==> config.mk <==
export PLATFORM = sky130hd
export DESIGN_NAME = full_adder
export DESIGN_NICKNAME = d
export VERILOG_FILES = /design/src/rtl/bist_pkg.sv /design/src/rtl/half_adder.sv /design/src/rtl/full_adder.sv
export SDC_FILE = /design/constraint.sdc
export NUM_CORES = 1
export LEC_CHECK = 0
export BUFFER_PORTS_ARGS = -buffer_cell sky130_fd_sc_hd__buf_2
export CELL_PAD_IN_SITES_DETAIL_PLACEMENT = 2
export CELL_PAD_IN_SITES_GLOBAL_PLACEMENT = 2
export CORE_AREA = 10 10 47 49
export CTS_CLUSTER_SIZE = 10
export DETAILED_ROUTE_END_ITERATION = 10
export DIE_AREA = 0 0 57 59
export PLACE_DENSITY = 0.5
export SETUP_SLACK_MARGIN = 0.05
export SYNTH_ARGS = -nofsm -noshare
export SYNTH_HDL_FRONTEND = slang
export SYNTH_SLANG_ARGS = --single-unit
==> constraint.sdc <==
create_clock -name clk -period 1.6 [get_ports clk]
set_clock_uncertainty 0.15 [all_clocks]
set_input_delay 0.08 -clock clk [delete_from_list [all_inputs] [get_ports clk]]
set_output_delay 0.08 -clock clk [all_outputs]
set_load 0.05 [all_outputs]
==> src/rtl/bist_pkg.sv <==
// Shared definitions for the BIST datapath.
// Fault-site codes and the circuit-under-test response type.
package bist_pkg;

    localparam logic [1:0] FS_SUM  = 2'd0;
    localparam logic [1:0] FS_COUT = 2'd1;
    localparam logic [1:0] FS_P    = 2'd2;
    localparam logic [1:0] FS_G    = 2'd3;

    typedef logic [1:0] cut_resp_t;

    // Pack carry and sum into a response word, carry in bit 1.
    function automatic cut_resp_t packResp(input logic cout, input logic sum);
        return {cout, sum};
    endfunction

endpackage

==> src/rtl/half_adder.sv <==
// Half adder building block.
// Produces sum s = x^y and carry c = x&y.
module half_adder (
    input  logic x,
    input  logic y,
    output logic s,
    output logic c
);

    // Purely combinational sum and carry.
    always_comb begin
        s = x ^ y;
        c = x & y;
    end

endmodule

==> src/rtl/full_adder.sv <==
// 1-bit full adder used as the BIST circuit-under-test.
// Optional stuck-at injection on sum, cout and the internal p/g nodes.
module full_adder
    import bist_pkg::*;
#(
    parameter int unsigned FAULT_INJ = 1
) (
    input  logic       a,
    input  logic       b,
    input  logic       cin,
    output logic [1:0] dataIn,
    input  logic       clk,
    input  logic       rst_n,
    input  logic       fault_en,
    input  logic [1:0] fault_site,
    input  logic       fault_val,
    output logic [1:0] dataIn_q
);

    logic injEn;
    logic p;
    logic g;
    logic pEff;
    logic gEff;
    logic sRaw;
    logic pc;
    logic sumOut;
    logic coutOut;

    // Injection collapses to constant 0 when the build omits it.
    assign injEn = (FAULT_INJ != 0) && fault_en;

    half_adder uHaPg (
        .x (a),
        .y (b),
        .s (p),
        .c (g)
    );

    // Internal node overrides for the propagate/generate faults.
    always_comb begin
        pEff = p;
        gEff = g;
        if (injEn && (fault_site == FS_P)) begin
            pEff = fault_val;
        end
        if (injEn && (fault_site == FS_G)) begin
            gEff = fault_val;
        end
    end

    half_adder uHaSum (
        .x (pEff),
        .y (cin),
        .s (sRaw),
        .c (pc)
    );

    // Carry merge and output-node overrides.
    always_comb begin
        sumOut  = sRaw;
        coutOut = gEff | pc;
        if (injEn && (fault_site == FS_SUM)) begin
            sumOut = fault_val;
        end
        if (injEn && (fault_site == FS_COUT)) begin
            coutOut = fault_val;
        end
    end

    assign dataIn = packResp(coutOut, sumOut);

    // Registered response copy for clocked compaction.
    always_ff @(posedge clk or negedge rst_n) begin
        if (!rst_n) begin
            dataIn_q <= 2'b00;
        end else begin
            dataIn_q <= dataIn;
        end
    end

endmodule

==> results.ini <==
[status]
status=completed

[sta]
hold_violations=0
setup_violations=0
slew_headroom=0.828
timing.fmax_mhz=650
period_needed_ps=1540
rsz0062_at_grt=true
period_share=0.962
fin_ws_ps=61.1
slew_viol_final=0
worst_slew_pin_slew_ps=260

[setup_path]
required_ps=1370
cp_max_fo=2
cp_slowest_stage_delay_ps=280
critPathKind=in2out
slowest_stage=mux2_4
endpoint_kind=output port
start_kind=input port
cp_data_arrival_time_ps=1310
crit_chain=buf_2, ha_4, mux2_4, ha_4, mux2_4, buf_8

[yosys]
synth-compound-area-share=0.121
netlist_area_um2=155
synth-simple-area-share=0.129
synth_top_family_by_area=multiplexers
synthCells=13
synth_mux_area_frac=0.169
synth_fa_ha_area_frac=0.161
avgSynthCellArea_um2=11.9
seq_area_frac_synth=0.323
synthXorXnorAreaFrac=0
yosys_warnings=0
synth_cell_types=10
synth_fp_nets=24
ys_seq_elements=2

[drt]
routed_wl_um=682
wire_per_inst_um=14.8
dr.pass1.iters=1
viasPerCell=4.09
antenna_left=0
vias=188
drt_iter0_markers=0
drc=0

[floorplan]
die_w_um=57
core_area_um2=1400
die_y_um=59
ios=13
die_area_um2=3360
rows=14
initial_core_util=0.111

[job]
max-cap-violations=0

[power_and_ir_drop]
leakage_uw=0.000155
powerDensity_nw_per_um2=934
ir_drop_mv=0.154

[final_layout]
final_area_um2=348
final_nets=43
largest_reg_flops=2
reg_top3=dataIn_q (2)
top_register=dataIn_q
num_antenna_cells=0
drive_gt1_frac=0.867
syn2layout_area_growth_pct=124
final_util=0.248

[clocking]
cts_buffers=3
clock_path_buffers=2
cts-htree-levels=1
cts_tree=yes
cts_root_buf=clkbuf_4
clock_sinks=2
clk_pin_slew_ps=30

[place]
portBuffers=12
placed_area_um2=235
dp_hpwl_um=523
gp_routability_congestion=0.654
place_ws_ps=-116

[global_routing]
grt_usage=0.0419
grt_antenna_before_repair=0
grt_max_degree=4
grt_pass1_wl_mm=1.04
grt-ovfl-total=0
grt_pass1_vias=249

[min_path]
hold_path_class=in2reg
whs_path_depth=2

## worst max-delay path: cells and delay by family
kind / cells / cell delay [ps]
buffers and inverters: 2 / 260
multiplexers: 2 / 550
adder cells (fa/ha/maj): 2 / 410
## Yosys cell counts
library cell  count  area share
a31oi_1           1       0.040
buf_4             2       0.097
nor3b_2           1       0.081
a211oi_1          1       0.048
ha_1              2        0.16
a21oi_1           1       0.032
mux2_2            1       0.073
dfrtp_1           2        0.32
mux2_4            1       0.097
nand3b_1          1       0.048
## cell families (layout without fill, tap and decap cells)
logic type / Yosys count / count (layout)
simple gates: 2 / 2
compound gates: 3 / 3
buf+inv: 2 / 19
flops: 2 / 2
fa+ha+maj: 2 / 2
mux: 2 / 2
## cells in the final DEF (no fill, tap or decap), drive strengths merged
| cell type | instances |
|---|---|
| nor3b | 1 |
| dlygate4sd3 | 1 |
| clkbuf | 3 |
| a211oi | 1 |
| nand3b | 1 |
| ha | 2 |
| dfrtp | 2 |
| a31oi | 1 |
| a21oi | 1 |
| buf | 15 |
| mux2 | 2 |
## where the power goes
| group | switching (µW) | internal (µW) |
|---|---|---|
| clock network | 27.2 | 82.6 |
| registers | 1.69 | 58.1 |
| logic | 89.4 | 65.9 |
## stage by stage
step	std cells	power [µW]	TNS [ps]	hold WS, ps
floorplan	13	146	0	-366
global placement	41	171	-142	-287
detailed placement	41	175	-206	-282
CTS	46	326	0	8.70
global route	46	355	0	21.8
finish	46	325	0	24.6
## per-layer routing
metal  part of all wire  wire (µm)  vias up  track usage
met4                  0          0        0       0.0403
met2               0.52        354       17       0.0651
met1               0.24        163       89       0.0273
met3               0.24        164        0       0.0429
li1                   -          -       82            -
met5                  0          0        -            0
## timing repair
item / CTS / global route
buffers inserted: 1 / 0
pin swaps: 2 / 0
resized for setup: 9 / 4
hold buffers: 1 / 0
endpoints found under the hold margin: 2 / 0
setup endpoints to repair: 2 / 2
## worst paths after layout
path	endpoint	start	slack [ps]
min	dataIn_q[0]$_DFF_PN0_	fault_val	20
max in group asynchronous	dataIn_q[1]$_DFF_PN0_	rst_n	1170
max	dataIn[0]	b	60
min in group asynchronous	dataIn_q[0]$_DFF_PN0_	rst_n	30
## area by class of cell
type	count	area, µm²
tap	16	20.0
timing repair buffer	16	121
fill	166	1050
multi-input combinational	9	134
clock buffer	3	22.5
sequential	2	50.0
Power figures use the tool's default switching activity.
